## config.mk

```make
export PLATFORM = sky130hd
export DESIGN_NAME = mux5_rr_scheduler
export DESIGN_NICKNAME = d
export VERILOG_FILES = /design/src/rtl/mux5_rr_scheduler.sv
export SDC_FILE = /design/constraint.sdc
export NUM_CORES = 1
export LEC_CHECK = 0
export ABC_AREA = 1
export CORE_MARGIN = 4
export CORE_UTILIZATION = 55
export CTS_CLUSTER_DIAMETER = 40
export DETAILED_ROUTE_END_ITERATION = 7
export GPL_ROUTABILITY_DRIVEN = 0
export PLACE_DENSITY = 0.75
export SLEW_MARGIN = 40
export SYNTH_ARGS = -nofsm -noshare
export SYNTH_HDL_FRONTEND = slang
export SYNTH_SLANG_ARGS = --single-unit
```

## constraint.sdc

```tcl
create_clock -name CLOCK_50 -period 4.7 [get_ports CLOCK_50]
set_input_delay 1.175 -clock CLOCK_50 [delete_from_list [all_inputs] [get_ports CLOCK_50]]
set_output_delay 1.175 -clock CLOCK_50 [all_outputs]
set_load 0.05 [all_outputs]
```

## src/rtl/mux5_rr_scheduler.sv

```systemverilog
// Round-robin scheduler for the 3-bit 5:1 selector datapath.
// Grants one of five requesters at a time, with bounded dwell under contention.
module mux5_rr_scheduler #(
    parameter int DWELL = 4,
    parameter int CNT_W = 8
) (
    input  logic       CLOCK_50,
    input  logic       RESET_N,
    input  logic [4:0] REQ,
    output logic [4:0] GNT,
    output logic [2:0] SEL,
    output logic       BUSY,
    output logic [2:0] PTR
);

    typedef enum logic {
        IDLE  = 1'b0,
        GRANT = 1'b1
    } state_t;

    localparam logic [CNT_W-1:0] CNT_MAX = CNT_W'(DWELL - 1);

    state_t           state;
    logic [4:0]       gnt;
    logic [2:0]       sel;
    logic             busy;
    logic [2:0]       ptr;
    logic [CNT_W-1:0] cnt;

    logic [4:0]       others;
    logic             hold;
    logic [2:0]       arb_all;
    logic [2:0]       arb_oth;
    logic             do_grant;
    logic             go_idle;
    logic [2:0]       g_idx;

    // First set mask bit searching from start, wrapping 4 -> 0.
    function automatic logic [2:0] arb(input logic [4:0] mask,
                                       input logic [2:0] start);
        logic [2:0] idx;
        logic [2:0] pick;
        logic       found;
        idx   = start;
        pick  = start;
        found = 1'b0;
        for (int i = 0; i < 5; i++) begin
            if (!found && mask[idx]) begin
                pick  = idx;
                found = 1'b1;
            end
            idx = (idx == 3'd4) ? 3'd0 : idx + 3'd1;
        end
        return pick;
    endfunction

    function automatic logic [4:0] onehot(input logic [2:0] g);
        logic [4:0] v;
        v = 5'b00000;
        unique case (g)
            3'd0:    v = 5'b00001;
            3'd1:    v = 5'b00010;
            3'd2:    v = 5'b00100;
            3'd3:    v = 5'b01000;
            3'd4:    v = 5'b10000;
            default: v = 5'b00000;
        endcase
        return v;
    endfunction

    assign others  = REQ & ~gnt;
    assign hold    = |(REQ & gnt);
    assign arb_all = arb(REQ, ptr);
    assign arb_oth = arb(others, ptr);

    // Decide between regrant, preemption, idle return or holding.
    always_comb begin
        do_grant = 1'b0;
        go_idle  = 1'b0;
        g_idx    = arb_all;
        unique case (state)
            IDLE: begin
                do_grant = |REQ;
            end
            GRANT: begin
                if (!hold) begin
                    do_grant = |REQ;
                    go_idle  = ~|REQ;
                end else if (cnt == CNT_MAX && |others) begin
                    do_grant = 1'b1;
                    g_idx    = arb_oth;
                end
            end
            default: begin
                go_idle = 1'b1;
            end
        endcase
    end

    // Grant state machine with registered outputs.
    always_ff @(posedge CLOCK_50 or negedge RESET_N) begin
        if (!RESET_N) begin
            state <= IDLE;
            gnt   <= 5'b00000;
            sel   <= 3'd0;
            busy  <= 1'b0;
            ptr   <= 3'd0;
            cnt   <= '0;
        end else if (do_grant) begin
            state <= GRANT;
            gnt   <= onehot(g_idx);
            sel   <= g_idx;
            busy  <= 1'b1;
            ptr   <= (g_idx == 3'd4) ? 3'd0 : g_idx + 3'd1;
            cnt   <= '0;
        end else if (go_idle) begin
            state <= IDLE;
            gnt   <= 5'b00000;
            busy  <= 1'b0;
        end else if (state == GRANT && cnt != CNT_MAX) begin
            cnt <= cnt + 1'b1;
        end
    end

    assign GNT  = gnt;
    assign SEL  = sel;
    assign BUSY = busy;
    assign PTR  = ptr;

endmodule

```

==> impl_summary.md <==
Floorplan
The floorplan has 24 rows. The overall die area is between 0.005 and 0.006 mm^2. The die is around 75 um tall. The initial utilization of the core area, before any placement, comes to a little under three fifths. In this run the count of I/O pins placed on the die edge is 19. Measured along the x axis, the die boundary spans 75.0 um.

The total area inside the core boundary comes to roughly 0.0044 mm^2.

Detailed routing
The first-pass iteration count of the detailed router is 6. Dividing the detail-routed via count by the number of cells gives 5.71. In the final routed layout, each cell accounts on average for roughly 14 um. Once detail routing completed, the nets flagged for antenna violations numbered 0. For this run, design rule violations remaining after detail routing come to 0. The number of DRC violations after detailed-routing iteration 0 is between 200 and 300. The final routed wirelength across all metal layers is 6800 um. Summing over every cut layer, the via total after detailed routing is approximately 2700.

CTS
The CTS tree is built. For the worst-skew pair, the clock arrives at the later sink with an insertion delay of roughly 0.26 ns. Hold repair after CTS inserted 0 buffers. The CTS sink count is 20. The number of gates resized after CTS was 0. Clock-pin slew was measured on the worst setup and hold paths at about 0.080 ns.

CTS built an H-tree with a depth of 1. The cell at the root of the clock tree is clkbuf_8. The number of clock buffers added by TritonCTS is 3.

The count of buffers added by post-CTS timing repair for setup is 0. Counting along the longest clock path gives a buffer depth of 2.

Critical path
The source of the critical timing path is REQ[2]. The critical path class is input pin to flop. The source of the worst register-to-register timing path is PTR[0]. The register-to-register setup slack is 0.63 ns. The worst register-to-register path has a depth of 25. The capture point of the worst path is PTR[2]. The worst setup path is captured at a flop. The peak per-stage delay on the critical path is 0.61 ns. The most repeated library cell on the critical path is nand2_1. STA puts the critical path data required time at approximately 4.9 ns. At the worst endpoint, the arrival time is 4.39 ns.

Traced cell by cell, the critical path runs through clkdlybuf4s50_1 -> inv_2 -> nor2_1 -> nand2_1 -> nand3_1 -> nand3_1 -> nand2_1 -> nand2_1 -> o21ai_0 -> nand2_1 -> o21ai_0 -> nand2_1 -> o21ai_0 -> nand2_1 -> nand3_1 -> nand2_1 -> ha_1 -> ha_1 -> nor2_1 -> a21o_1. The kind of start point of the critical path is an input pin. The largest fanout on the critical path is 6. The reg-to-reg critical path endpoint is PTR[2].

The largest individual stage delay along the critical path comes from the cell clkdlybuf4s50_1.

Cells and area
The repair_antennas step left the layout with diodes totalling 0. The fill cell total of the finished layout is 400. The share of final-layout standard cells stronger than drive strength 1 is between 10% and 20%. The layout overhead on the synthesized area is 12.6%. The final net count is 448.

Synth
The count of synthesis-stage warnings from yosys is 0. The number of nets in the synthesized netlist is between 400 and 500. The number of synthesized flops with an enable pin is 0. Of the post-synthesis cell area, the part taken by muxes is 0%. For this run, the register share of the synthesized area comes to roughly a fifth. After synthesis the netlist holds a flip-flop and latch count of 20. The combinational family with the most area after synthesis is simple AND/OR/NAND/NOR gates. The most frequently used flop master after synthesis is dfrtp_1.

After Yosys synthesis, XOR and XNOR cells account for 0% of the synthesized area. Counting flops with an async set or reset pin after synthesis yields a share of 100%. In this run, distinct cell masters in the synthesized netlist total 34.

The cell type contributing the most total cell area after synthesis is dfrtp_1. The fraction of synthesized cell area taken by the top area cell type is 20.3%. Synthesis produced ~410 cells. By area the synthesized netlist is led by dfrtp_1, nand2_1, nand3_1. The adder-cell area share of the yosys netlist is between 6 and 7%. The synthesized area is ~0.0025 mm^2. The synthesized netlist devotes between 8 and 9% of its cell area to compound gates. After Yosys synthesis, and, or, nand and nor cells account for a little over half of the synthesized area. A synthesized cell averages around 6.1 um^2.

Timing
The final setup violation count is 0. The fmax is 236 MHz. The worst relative slew slack is a little over three fifths.

Setup repair after global routing left no endpoint under its margin. Adding up every negative setup slack in the final design gives 0 ns. The number of hold violations in the final report is 0.

The final cycle utilization of the critical path is between 90% and 100%. For the pin with the worst max-slew slack, the measured transition is approximately 0.55 ns. On the final layout, the worst clock skew is approximately 0.005 ns.

On the final layout, the worst hold slack is approximately 0.46 ns. The max-slew violation count is 0. The final period demand of the worst path is about 4.2 ns.

Status
The run finished with clean final reports.

Min path
The kind of path behind the tightest hold check is flop to flop.

Global routing
The total overflow left after global routing is 0. Global routing used between 20% and 30% of the available tracks across all layers. The via count of the first global-routing pass is 2458. The pin count of the biggest net entering global routing is 21. The number of antenna violations at the first check in global routing is 0. The first global-routing pass estimated between 10000 and 15000 um of wire.

Placement
Detailed placement finished with a half-perimeter wire length of roughly 5500 um. The count of buffers added on input and output ports is 18.

Flow run
Max-cap violations in this run came to 0.
[how the worst min path moves through the flow]
stage	startpoint	to	cells after the start
floorplan	cnt[6]	cnt[6]	1
global placement	cnt[6]	cnt[6]	1
detailed placement	cnt[6]	cnt[6]	1
CTS	cnt[6]	cnt[6]	1
global route	cnt[6]	cnt[6]	1
finish	cnt[6]	cnt[6]	1
[final cells by class]
type | instances | area (um^2) | share of cell area [%]
Sequential cell | 20 | 500 | 18.0
Inverter | 56 | 213 | 7.65
Clock inverter | 1 | 30.0 | 1.08
Tap cell | 52 | 65.1 | 2.34
Multi-Input combinational cell | 321 | 1700 | 61.0
Clock buffer | 3 | 41.3 | 1.49
Timing Repair Buffer | 26 | 235 | 8.46
[kinds of logic after synthesis]
family	Yosys count
buf+inv	65
compound gates	36
simple gates	272
fa+ha+maj	13
flops	20
[layout by cell type, fill, tap and decap left out]
master and instances:
nor2b_1 1, nor3_1 4, o21ai_0 19, nand2_4 6, nand4_1 6, clkdlybuf4s50_1 17, nand3_1 71, nand4_4 1
nor2_4 2, or2_2 1, nand3_4 2, dfrtp_1 20, a21o_1 1, o21ai_4 1, o21ai_1 3, nand3_2 3
buf_2 1, o22ai_1 2, ha_1 13, buf_4 8, clkbuf_8 3, nor2_2 4, nand3b_2 1, a21oi_1 7
nor3_2 2, inv_1 49, bufinv_16 1, nor3b_1 2, nand2_1 129, nor2_1 24, nand2_2 12, inv_2 6
nor4_1 1, o21a_1 1, o211ai_1 2, inv_4 1
[critical path: cells and delay by family]
kind	cells	cell delay, ns
AO/OA/AOI/OAI	4	0.58
adder cells (fa/ha/maj)	2	0.53
buffers and inverters	2	0.70
AND/OR/NAND/NOR	12	1.42
[synth_stat cells (4+ instances only)]
master	number
a21oi_1	7
buf_2	4
dfrtp_1	20
ha_1	13
inv_1	49
inv_2	6
nand2_1	129
nand2_2	12
nand2_4	6
nand3_1	71
nand4_1	6
nor2_1	24
nor2_2	4
nor3_1	4
o21ai_0	19
[through the flow]
step | setup slack [ns] | util (%) | cells | cell area (um^2)
floorplan | 0.231 | - | 406 | 2470
detailed placement | 0.244 | 62.2 | 475 | 2710
finish | 0.464 | 63.9 | 479 | 2780
global route | 0.205 | 63.9 | 479 | 2780
global placement | 0.282 | 62.3 | 475 | 2710
CTS | 0.506 | 63.9 | 479 | 2780
[metal layers]
metal | track usage, % | part of all wire, % | vias to the layer above | wire length, um
li1 | - | - | 1358 | -
met1 | 35.2 | 44 | 1227 | 2970
met2 | 43.8 | 47 | 139 | 3210
met3 | 1.87 | 8.3 | 9 | 566
met4 | 5.14 | 0.71 | 0 | 48
met5 | 0 | 0 | - | 0
[flip-flops by register name (all words and copies together), names as in the netlist]
| register | cells |
|---|---|
| BUSY | 1 |
| GNT | 5 |
| cnt | 8 |
| SEL | 3 |
| PTR | 3 |
Power is left out: the tool's default activity adds up to more than one toggle a clock period on the data nets, which glitch-free logic cannot reach.
==> RTL edit 1: new RTL, config.mk and constraints unchanged <==
Reset style: synchronous (`RESET_N`), changed in one clocked block.
--- a/src/rtl/mux5_rr_scheduler.sv
+++ b/src/rtl/mux5_rr_scheduler.sv
@@ -98,7 +98,7 @@
     end
 
     // Grant state machine with registered outputs.
-    always_ff @(posedge CLOCK_50 or negedge RESET_N) begin
+    always_ff @(posedge CLOCK_50) begin
         if (!RESET_N) begin
             state <= IDLE;
             gnt   <= 5'b00000;
Function: differs if RESET_N is asserted again (counterexample within 4 cycles, from zero or initial values and one cycle with RESET_N low); with RESET_N held inactive, the same outputs for 10 cycles.
==> RTL edit 1 against the unedited design <==
Clock skew decreased by 3.7 ps. Area after synthesis decreased by 5.8%. Hold slack got worse by 5.9 ps. Worst setup slack got worse by 100 ps. Sequential cell count unchanged. Final area decreased by 4.2%. Wire length decreased by 6.4%. Critical endpoint is now GNT[3]. Largest cell class unchanged.
Power is not shown: default switching activity piles up to over one toggle a cycle in this logic, so the estimate is an artifact.
==> RTL edit 1: results (changes against the unedited design) <==
Status: complete, no violations (unchanged)
Antenna diodes: 0 (unchanged)
First-pass GRT wire length: 10,900 um (was 11,200 um)
Post-synth top cells: nand2_1, nand3_1, inv_1, dfxtp_1, nor2_1 (was nand2_1, nand3_1, inv_1, nor2_1, dfrtp_1)
Inst Count DP: 439 (was 475)
Number of hold buffers added after CTS: 0 (unchanged)
Slew at the pin with the worst max-slew slack: 562 ps (was 551 ps)
Yosys warnings: 0 (unchanged)
WHS: 458 ps (was 464 ps)
Total GRT Usage: 25.7% (was 25.5%)
GR Layer Usage met3: 0.964% (was 1.87%)
Largest cells by area after synthesis: dfxtp_1, nand2_1, nand3_1 (was dfrtp_1, nand2_1, nand3_1)
Final std cells w/o fill: 445 (was 479)
Biggest register: cnt (unchanged)
Syn_nets: 391 (was 426)
DRT iter0 DRCs: 245 (was 276)
Flop2flop setup slack: 360 ps (was 630 ps)
Final net count: 416 (was 448)
Ys async rst share: 0% (was 100%)
Dpl ws: 40.9 ps (was 244 ps)
Dpl hpwl: 5070 um (was 5450 um)
Sequential cell area fraction in the yosys report: 17.2% (was 20.3%)
WL/cell: 14.3 um (was 14.2 um)
CTS buffer count: 3 (unchanged)
Via-to-Cell Ratio: 5.69 (was 5.71)
Met1 track demand over resource: 33.3% (was 35.2%)
Post-synthesis compound-gate area fraction: 14.2% (was 8.26%)
Fill cells: 388 (was 400)
Post-synthesis adder-cell area fraction: 6.99% (was 6.59%)
HP Class: register to register (unchanged)
Yosys top cell area share: 17.2% (was 20.3%)
FMAX: 0.231 GHz (was 0.236 GHz)
Clock Latency Late Sink: 250 ps
Worst-path clk slew: 70 ps
Mux share of post-synthesis cell area: 0% (unchanged)
Max Clock Skew: 1.30 ps (was 5.03 ps)
Post-Synth XOR/XNOR Area: 0.376% (was 0%)
Area after DPL: 2570 um^2 (was 2710 um^2)
Antenna violations before repair: 0 (unchanged)
Layout cells sized above 1: 16.7% (was 12.9%)
Drt first pass iters: 5 (was 6)
Post-CTS Setup Bufs: 0 (unchanged)
Worst EP arrival: 4480 ps (was 4390 ps)
Worst-path fanout max: 12 (was 6)
Post-CTS Resized: 1 (was 0)
Top FF cell, synth: dfxtp_1 (was dfrtp_1)
Vias in the first global route: 2,394 (was 2,458)
GR Util met2: 43.5% (was 43.8%)
Largest net degree at the start of global routing: 13 (was 21)
Unique masters post-synth: 40 (was 34)
Post-synthesis cell count: 371 (was 406)
## RTL edit 1: critical path, stage by stage, from the launching register on
cell and delay [ps]:
dfxtp_4 410, inv_2 90, ha_2 390, inv_1 120, ha_1 260, nand4_4 150
nand2_4 130, ha_1 250, or2_2 310, nand3_2 90, nand2_4 100, o21ai_4 200
nand2_1 90, nand2_2 90, nand3_1 90, nor2_2 110, nand2_2 100, o211ai_1 210
nand2_1 170, ha_1 250, or3_1 380, nand2_1 70, nand2_1 50, nand2_1 50
a21oi_1 50
## RTL edit 1: cell families after synthesis
| kind of cell | count (synthesis) |
|---|---|
| adder cells (fa/ha/maj) | 13 |
| XOR/XNOR | 1 |
| flip-flops | 20 |
| buffers and inverters | 58 |
| AND/OR/NAND/NOR | 226 |
| AO/OA/AOI/OAI | 53 |
## RTL edit 1: worst paths after layout
check | startpoint | end | cells past startpoint
worst max-delay path | PTR[1] | GNT[3] | 24
worst min-delay path | SEL[1] | SEL[1] | 2
worst max register to register | PTR[1] | GNT[3] | 24
worst min register to register | SEL[1] | SEL[1] | 2
## RTL edit 1: cell type report
| class | count | area, um^2 | area share (%) |
|---|---|---|---|
| multi-input cells | 293 | 1690 | 63.6 |
| flip-flops and latches | 20 | 404 | 15.2 |
| clock inverters | 1 | 30.0 | 1.13 |
| well taps | 50 | 62.6 | 2.35 |
| clock buffers | 3 | 41.3 | 1.55 |
| repair buffers | 24 | 225 | 8.45 |
| inverters | 54 | 208 | 7.80 |
## RTL edit 1: layer usage
metal	vias to the layer above	part of all wire, %	routed length, um
li1	1273	-	-
met1	1124	42	2680
met4	0	3.6	229
met5	-	0	0
met2	110	48	3080
met3	26	5.7	362
==> RTL edit 2: new RTL, same settings <==
Without the edit above. Change the parameter `CNT_W` from 8 to 6.
--- a/src/rtl/mux5_rr_scheduler.sv
+++ b/src/rtl/mux5_rr_scheduler.sv
@@ -2,7 +2,7 @@
 // Grants one of five requesters at a time, with bounded dwell under contention.
 module mux5_rr_scheduler #(
     parameter int DWELL = 4,
-    parameter int CNT_W = 8
+    parameter int CNT_W = 6
 ) (
     input  logic       CLOCK_50,
     input  logic       RESET_N,
Function: no difference found for any inputs over 10 cycles, from zero or initial values and one cycle with RESET_N low; that may be too few to reach the edited logic, so the function may still have changed.
==> RTL edit 2 against the unedited design <==
Synthesized cell count is 9.9% lower. Non-clock buffer count rose by 4. Critical path depth grew 10. Sequential share of layout area down 0.47 points. Cell count fell by 7.9%. Wire length shrank 5.3%. Final area decreased by 7.3%. Area after synthesis shrank 10%. Worst setup slack worse by 110 ps. First-iteration DRC count is 15% lower. Sequential cell count down 2.
Power is left out: the tool's default activity adds up to more than one toggle a clock period on the data nets, which glitch-free logic cannot reach.
==> RTL edit 2: results (changes against the unedited design) <==
WHS: 497 ps (was 464 ps)
Unique masters post-synth: 35 (was 34)
Post-synthesis cell count: 366 (was 406)
End of the worst hold path: SEL[1] (was cnt[6])
Layout cells sized above 1: 14.2% (was 12.9%)
Via-to-Cell Ratio: 5.70 (was 5.71)
Dpl hpwl: 5120 um (was 5450 um)
Met1 WL: 2630 um (was 2970 um)
Max reg flops: 6 (was 8)
Dpl ws: 124 ps (was 244 ps)
FF-to-FF Start: PTR[1] (was PTR[0])
R2R depth: 30 (was 25)
Min-Delay Path Depth: 2 (was 1)
Worst EP arrival: 4490 ps (was 4390 ps)
Syn_nets: 385 (was 426)
Area after DPL: 2480 um^2 (was 2710 um^2)
Largest net degree at the start of global routing: 19 (was 21)
Post-synth top cells: nand2_1, nand3_1, inv_1, nor2_1, dfrtp_1 (unchanged)
First-pass GRT wire length: 10,900 um (was 11,200 um)
DR WL met3: 382 um (was 566 um)
Max incr delay on CP: 470 ps (was 610 ps)
Status: complete, no violations (unchanged)
Final net count: 413 (was 448)
DRT iter0 DRCs: 234 (was 276)
Largest cells by area after synthesis: dfrtp_1, nand2_1, nand3_1 (unchanged)
Critical path's slowest cell: dfrtp_2 (was clkdlybuf4s50_1)
Reg-to-Reg End: GNT[3] (was PTR[2])
Inst Count DP: 435 (was 475)
Vias in the first global route: 2,411 (was 2,458)
Min-delay src: SEL[1] (was cnt[6])
Worst-path fanout max: 13 (was 6)
Total GRT Usage: 26.2% (was 25.5%)
Total Routed Length: 6440 um (was 6800 um)
==> RTL edit 2: how the worst max path moves through the flow <==
stage	depth (start not counted)	from	end
after floorplan	30	PTR[0]	PTR[2]
after global placement	30	PTR[1]	GNT[3]
after detailed placement	30	PTR[1]	GNT[3]
after CTS	30	PTR[1]	GNT[3]
after global routing	30	PTR[1]	GNT[3]
final	30	PTR[1]	GNT[3]
==> RTL edit 2: critical path, delay by kind of cell (launching register included) <==
family	cells	cell delay, ps
adder cells (fa/ha/maj)	4	800
AND/OR/NAND/NOR	22	2540
buffers and inverters	4	440
flip-flops	1	470
==> RTL edit 2: area by class of cell <==
| class | count | area (um^2) | share of cell area, % |
|---|---|---|---|
| flip-flops and latches | 18 | 452 | 17.5 |
| clock buffers | 4 | 55.1 | 2.14 |
| well taps | 48 | 60.1 | 2.33 |
| inverters | 45 | 176 | 6.85 |
| repair buffers | 30 | 265 | 10.3 |
| multi-input cells | 296 | 1570 | 60.9 |
==> RTL edit 2: cell families (layout without fill, tap and decap cells) <==
logic type	after synthesis	in the layout	synth area share, %
AOI/OAI and AO/OA	32	32	8.26
buffers and inverters	52	79	9.68
adders and majority gates	12	12	6.79
and+or+nand+nor	252	252	54.9
DFF	18	18	20.4
==> RTL edit 2: metal layers <==
layer / track usage, % / vias to the layer above
met5: 0 / -
met4: 10.4 / 0
met3: 1.82 / 20
met2: 46.5 / 102
met1: 32.7 / 1132
li1: - / 1259
==> RTL edit 2: timing repair <==
action	in CTS	in global routing
setup buffers	0	2
setup endpoints to repair	0	7
gates resized for setup	0	8
